===== src/rtl/fpu_sp_result_stage.sv =====
// Result stage behind the single-precision multiplier: turns raw products
// into IEEE-correct results (inf / signed zero / quiet NaN), queues them in
// a show-ahead FIFO, and keeps sticky exception flags and a saturating count
// of exceptional results.
module fpu_sp_result_stage #(
  parameter int unsigned DEPTH = 4,
  parameter int unsigned WIDTH = 32
) (
  input  logic                     clk,
  input  logic                     rst_n,
  input  logic                     in_valid,
  output logic                     in_ready,
  input  logic [WIDTH-1:0]         in_result,
  input  logic                     in_overflow,
  input  logic                     in_underflow,
  output logic                     out_valid,
  input  logic                     out_ready,
  output logic [WIDTH-1:0]         out_data,
  output logic [2:0]               out_flags,
  output logic [$clog2(DEPTH):0]   level,
  input  logic                     flag_clr,
  output logic [2:0]               sticky_flags,
  output logic [7:0]               exc_count
);

  localparam int unsigned AW = $clog2(DEPTH);
  localparam int unsigned LW = AW + 1;

  logic [WIDTH-1:0] r_mem_data  [DEPTH];
  logic [2:0]       r_mem_flags [DEPTH];
  logic [AW-1:0]    r_wptr;
  logic [AW-1:0]    r_rptr;
  logic [LW-1:0]    r_level;
  logic             r_rdy_en;
  logic [2:0]       r_sticky;
  logic [7:0]       r_exc;

  logic             w_full;
  logic             w_empty;
  logic             w_push;
  logic             w_pop;
  logic             w_exc;
  logic             w_sign;
  logic [WIDTH-1:0] w_corr_data;
  logic [2:0]       w_corr_flags;

  assign w_full    = (r_level == LW'(DEPTH));
  assign w_empty   = (r_level == '0);
  assign in_ready  = r_rdy_en & ~w_full;
  assign out_valid = ~w_empty;
  assign w_push    = in_valid & in_ready;
  assign w_pop     = out_valid & out_ready;
  assign w_exc     = w_push & (w_corr_flags != 3'b000);
  assign w_sign    = in_result[31];

  // Head is read straight from the storage registers; gating with out_valid
  // keeps out_data/out_flags at zero while empty, including during reset.
  assign out_data     = out_valid ? r_mem_data[r_rptr]  : '0;
  assign out_flags    = out_valid ? r_mem_flags[r_rptr] : '0;
  assign level        = r_level;
  assign sticky_flags = r_sticky;
  assign exc_count    = r_exc;

  // Product correction: overflow beats underflow, which beats NaN quieting.
  always_comb begin
    w_corr_data  = in_result;
    w_corr_flags = 3'b000;
    if (in_overflow) begin
      w_corr_data  = {w_sign, 8'hFF, 23'h0};
      w_corr_flags = 3'b010;
    end else if (in_underflow) begin
      w_corr_data  = {w_sign, 31'h0};
      w_corr_flags = 3'b001;
    end else if ((in_result[30:23] == 8'hFF) && (in_result[22:0] != 23'h0)) begin
      w_corr_data  = 32'h7FC0_0000;
      w_corr_flags = 3'b100;
    end
  end

  // Entry storage; contents are only visible through a valid head, so no reset.
  always_ff @(posedge clk) begin
    if (w_push) begin
      r_mem_data[r_wptr]  <= w_corr_data;
      r_mem_flags[r_wptr] <= w_corr_flags;
    end
  end

  // Pointers, occupancy and the post-reset ready enable.
  always_ff @(posedge clk or negedge rst_n) begin
    if (!rst_n) begin
      r_wptr   <= '0;
      r_rptr   <= '0;
      r_level  <= '0;
      r_rdy_en <= 1'b0;
    end else begin
      r_rdy_en <= 1'b1;
      if (w_push) r_wptr <= r_wptr + AW'(1);
      if (w_pop)  r_rptr <= r_rptr + AW'(1);
      case ({w_push, w_pop})
        2'b10:   r_level <= r_level + LW'(1);
        2'b01:   r_level <= r_level - LW'(1);
        default: r_level <= r_level;
      endcase
    end
  end

  // Sticky flags and saturating exception count; an accept in the clear cycle survives the clear.
  always_ff @(posedge clk or negedge rst_n) begin
    if (!rst_n) begin
      r_sticky <= '0;
      r_exc    <= '0;
    end else if (flag_clr) begin
      r_sticky <= w_push ? w_corr_flags : 3'b000;
      r_exc    <= w_exc ? 8'd1 : 8'd0;
    end else begin
      if (w_push) r_sticky <= r_sticky | w_corr_flags;
      if (w_exc && (r_exc != 8'hFF)) r_exc <= r_exc + 8'd1;
    end
  end

endmodule


===== config.mk =====
export PLATFORM = sky130hd
export DESIGN_NAME = fpu_sp_result_stage
export DESIGN_NICKNAME = d
export VERILOG_FILES = /design/src/rtl/fpu_sp_result_stage.sv
export SDC_FILE = /design/constraint.sdc
export NUM_CORES = 1
export LEC_CHECK = 0
export BUFFER_PORTS_ARGS = -buffer_cell sky130_fd_sc_hd__buf_2
export CAP_MARGIN = 25
export CORE_MARGIN = 4
export CORE_UTILIZATION = 57
export CTS_CLUSTER_SIZE = 25
export DETAILED_ROUTE_END_ITERATION = 16
export PLACE_DENSITY = 0.85
export SLEW_MARGIN = 20
export SYNTH_ARGS = -nofsm -noshare
export SYNTH_HDL_FRONTEND = slang
export SYNTH_SLANG_ARGS = --single-unit

===== constraint.sdc =====
create_clock -name clk -period 2.95 [get_ports clk]
set_clock_uncertainty 0.05 [all_clocks]
set_input_delay 0.295 -clock clk [delete_from_list [all_inputs] [get_ports clk]]
set_output_delay 0.295 -clock clk [all_outputs]
set_load 0.02 [all_outputs]

; Yosys cells after proc, flatten, opt, wreduce, memory -nomap -nowiden
; Memories as Yosys holds them, arrays and structs flattened.
; Cells that the tools add are included.
[classes]
addsub = 5
eq_ne = 5
n_mux = 17
n_bitwise = 7
reduce_logical = 8
[op_table]
columns = op, n
row1 = 32-bit 2-to-1 mux, 4
row2 = 23-bit nonzero test, 1
row3 = 3-bit 2-to-1 mux, 7
row4 = 8-bit 2-to-1 mux, 2
row5 = 8-bit by 1-bit adder with 8-bit output (second input constant), 1
row6 = 8-bit equality test (second input constant), 1
row7 = 8-bit inequality test (second input constant), 1
row8 = 3-bit one-hot mux with 2 select lines, 1
row9 = 2-bit nonzero test, 3
row10 = 2-bit by 1-bit adder with 2-bit output (second input constant), 2
row11 = 1-bit AND, 4
row12 = 3-bit by 1-bit adder with 3-bit output (second input constant), 1
row13 = 3-bit equality test (second input constant), 1
row14 = 3-bit logical NOT, 1
row15 = 1-bit 2-to-1 mux, 3
row16 = 3-bit OR, 1
row17 = 3-bit nonzero test, 1
row18 = 3-bit by 1-bit subtractor with 3-bit output (second input constant), 1
row19 = 2-bit by 1-bit equality test with 1-bit output (second input constant), 1
row20 = 2-bit equality test (second input constant), 1
row21 = 1-bit logical AND, 2
row22 = 1-bit NOT, 2
[totals]
reg_bits = 19
mem_bits_rw = 140
in_bits = 39
output_inout_bits = 51
word_cells = 50
mem_count = 2
[mem_list]
columns = name, depth, width, read_ports, rd_ports_with_merged_regs, write_ports, line_no
row1 = r_mem_data, 4, 32, 1, 0, 1, 29  ; logic [WIDTH-1:0] r_mem_data [DEPTH];
row2 = r_mem_flags, 4, 3, 1, 0, 1, 30  ; logic [2:0] r_mem_flags [DEPTH];

; Depth between registers and ports, before layout
[depth]
ltp_word = 10
depth_mapped = 9
ltp_nobuf = 9

; Least setup slack after synthesis
; OpenSTA, ideal clock, no wires.
[synth_path]
path_kind = reg-to-reg
startpoint = register r_level[2] (netlist: level[2])
endpoint = memory r_mem_data[0][0] (enable)
setup_ps = 395
arrival_ps = 1931
required_ps = 2505
path_slack_ps = 573
stages_incl_launch_ff = 5
n_path_buf = 1
period_less_slack_ps = 2377
path_cell_list = dfrtp_1 -> inv_1 -> o311a_1 -> clkbuf_1 -> and2_1
[synth_between]
elab_chain_len = 6
[synth_rtl]
columns = item, line_no
row1 = start: declaration, 33  ; logic [LW-1:0] r_level;
row2 = start signal: assignment, 100  ; 2'b10: r_level <= r_level + LW'(1);
row3 = start signal: assignment, 101  ; 2'b01: r_level <= r_level - LW'(1);
row4 = start signal: assignment, 102  ; default: r_level <= r_level;
row5 = 3-bit equality test, 47  ; assign w_full = (r_level == LW'(DEPTH));
row6 = 1-bit NOT, 49  ; assign in_ready = r_rdy_en & ~w_full;
row7 = 1-bit AND, 49
row8 = 1-bit AND, 51  ; assign w_push = in_valid & in_ready;
row9 = 1-bit 2-to-1 mux, 82  ; if (w_push) begin
row10 = 1-bit 2-to-1 mux (not written as such), 83  ; r_mem_data[r_wptr] <= w_corr_data;
row11 = end: declaration, 29
; No other way between the ends.

; Worst setup path in the final report
[layout_path]
startpoint = register r_rptr[0]
endpoint = output port out_data[31]
[layout_between]
elab_chain_len = 2
[layout_rtl]
columns = item, line_no
row1 = start: declaration, 32  ; logic [AW-1:0] r_rptr;
row2 = start signal: assignment, 98  ; if (w_pop) r_rptr <= r_rptr + AW'(1);
row3 = memory read 4 x 32 bit, n/a
row4 = 32-bit 2-to-1 mux, 58  ; assign out_data = out_valid ? r_mem_data[r_rptr] : '0;
row5 = end: declaration, 18  ; output logic [WIDTH-1:0] out_data,
; No other way between the ends.

==> flow_summary_export.csv <==
group,metric,value,unit
worst_setup_path,peak_fanout_along_the_critical_path,17,
placement,io_buffer_count,89,
timing,timing.final.crit_share,89.7,%
floorplanning,top_level_ports,90,
min_path,hold_path_class,"in -> reg",
pwr,total_power,0.00730,W
floorplanning,floorplan.initialDensity,58.1,%
worst_setup_path,critical_path_required,2.61,ns
min_path,hold-path-cell-count,2,
global_route,grt_antenna_before_repair,1,
worst_setup_path,crit_type,"reg -> out",
final_layout,diodes,0,
synth,synth_top_cells_by_area,"edfxtp_1 63%, mux4_2 12%, dfrtp_1 7.2%, and2_1 5.8%, ha_1 1.1%",
final_layout,layout.core_utilization,69.0,%
worst_setup_path,r2r_cells,8,
synth,yosysWarningCount,0,
clock_network,cts.repair.resized,0,
pwr,power_density,926,nW/um^2
synth,ys_dominant_reg_cell,"edfxtp_1",
global_route,gr-usage-met1,26.8,%
timing,finalSetupTns,0,ns
worst_setup_path,timing.rr.end,"level[2]",
floorplanning,floorplan.die_area,13400,sq um
timing,setup_viol_count_final,0,
synth,synth_largest_area_cell,"edfxtp_1",
global_route,gr-usage-all-layers,20.7,%
global_route,grt_max_degree,37,
min_path,hp-start,"flag_clr",
pwr,static-leakage-power,2.91,nW
route,detailedRoute.firstIterationViolations,308,
placement,dp.cells,598,
route,drt_first_pass_iters,4,
global_route,grt_pass1_vias,3838,
min_path,hold_path_end,"exc_count[7]",
final_layout,flow.area_growth_from_synthesis,18.7,%
worst_setup_path,timing.reg2reg.setup_slack,0.56,ns
worst_setup_path,startpoint,"r_rptr[0]",
worst_setup_path,timing.critical_path.from_type,"flip-flop",
route,avgRoutedWirePerCell,20.7,um
timing,final_max_slew_viol_count,0,
floorplanning,die_w,116,um
synth,seq_area_frac_synth,70.5,%
route,total_number_of_vias,3700,
clock_network,clkSinkCount,159,
timing,finalCriticalPeriod,2.65,ns
clock_network,cts.path.max_buffers,2,
synth,most_frequently_used_cell_type_in_the_post_synthesis_netlist,"edfxtp_1",
final_layout,design.final.nets,521,
synth,syn_inst,374,
timing,rsz0062_at_grt,"false",
synth,post_synth_most_frequent_cells,"140 x edfxtp_1, 62 x and2_1, 35 x mux4_2, 19 x dfrtp_1, 10 x inv_1",
global_route,met3_layer_usage_reported_by_global_route,5.95,%
global_route,globalRoute.totalOverflow,0,
timing,timing_worst_slew_pin_value,0.780,ns
global_route,grt_busiest_layer,"met2",
final_layout,finish.cell_count_without_fillers,631,
run,max_cap_violations,0,
placement,place_congestion,0.848,
synth,synthArstFlopShare,11.9,%
clock_network,cts_post_setup_buffers_inserted,0,
route,drc,0,
final_layout,post_route_cells_drive_above_1_share,35.9,%
synth,mapped_area,6640,sq um
synth,synth_edf_count,140,
clock_network,htreeDepth,4,
placement,dp_hpwl,8210,um
clock_network,clk_pin_slew_worst_paths,0.06,ns
pwr,vdd_ir_drop_max,746,uV
timing,slew-limit-headroom,48.0,%
clock_network,clock_tree_from_tritoncts,"done",
global_route,use_met2,34.3,%
route,drt-total-wl,13000,um
worst_setup_path,origin_of_the_critical_flop_to_flop_path,"level[0]",
clock_network,ctsRootBufferMaster,"clkbuf_16",
route,vias_per_cell,5.86,
synth,ys_types,42,
clock_network,clkLatencyLatePin,0.41,ns
clock_network,numCtsBuffers,17,
floorplanning,die_height,116,um
synth,post_synth_top_area_share,63.3,%
worst_setup_path,setup.worst_path.end_class,"output pin",
route,final_antenna_net_count,0,
status,outcome,"complete, no violations",
worst_setup_path,arrival,2.30,ns
synth,synth_seq_cells,159,
timing,final-hold-violation-count,0,
floorplanning,floorplan.rows,39,
synth,post_synth.cell_area_avg,17.7,sq um
floorplanning,design.core.area,11400,sq um
synth,synth_fp_nets,420,
global_route,grt_pass1_wl,20400,um
timing,maxClockFrequency,378,MHz
metal layers:
layer	vias up	wire length, um
met5	-	13
met4	2	209
met3	18	707
met2	130	6680
met1	1892	5430
li1	1658	-
cell families (layout without fill, tap and decap cells):
logic type,count (synthesis),after routing,share of synthesized area [%]
xor+xnor,6,6,0.792
other cells,1,1,0.0565
compound gates,30,30,3.53
flops,159,159,70.5
simple gates,105,105,9.56
mux,37,37,12.2
fa+ha+maj,7,7,1.43
buf+inv,29,143,1.92
per-stage QoR:
step / instance area [sq um] / setup slack (ns) / hold WS, ns
after floorplan: 6640 / 0.573 / -0.0506
after global placement: 7330 / 0.572 / 0.203
after detailed placement: 7330 / 0.511 / 0.205
after CTS: 7880 / 0.258 / 0.112
after global routing: 7880 / 0.128 / 0.121
final: 7880 / 0.304 / 0.120
sequential cells by signal, summed over array words and instances, names as in the netlist:
signal        count
exc_count         8
level             3
r_mem_data      128
r_mem_flags      12
r_rdy_en          1
r_rptr            2
r_wptr            2
sticky_flags      3
repair_timing:
action,4_1_cts,5_1_grt
endpoints found under the setup margin,0,0
hold endpoints to repair,19,0
hold buffers,1,0
placed cells by master, fill, tap and decap left out, types with 7 or more instances in the layout:
cell	n
mux4_2	35
inv_1	10
edfxtp_1	140
a21o_1	9
nand2_1	8
and2_1	58
clkbuf_16	18
buf_2	89
nor2_1	7
dfrtp_1	18
area by class of cell:
type / instances / area [sq um]
well taps: 143 / 179
clock buffers: 21 / 462
clock inverters: 11 / 75.1
inverters: 11 / 41.3
flip-flops and latches: 159 / 4680
multi-input cells: 186 / 1850
repair buffers: 100 / 593
fillers: 719 / 3540
worst max path at each step:
stage,endpoint,slack (ns),depth (start not counted)
2_1_floorplan,r_mem_data[0][0],0.57,4
3_3_place_gp,r_mem_data[2][20],0.57,6
3_5_place_dp,r_mem_data[0][13],0.51,6
4_1_cts,out_data[31],0.26,4
5_1_grt,out_data[31],0.13,4
6_report,out_data[31],0.30,4
where the power goes:
group | internal (W) | switching, W | leakage [nW]
sequential | 0.00272 | 0.000175 | 1.54
clock | 0.00113 | 0.000858 | 0.267
combinational | 0.00109 | 0.00132 | 1.11
total | 0.00495 | 0.00235 | 2.91
worst max-delay path, stage by stage, from the launching register on:
cell     delay (ns)
dfrtp_2        0.74
buf_4          0.30
mux4_2         0.51
and2_1         0.18
buf_2          0.16
Note: power is estimated with default switching activity, not from simulation.
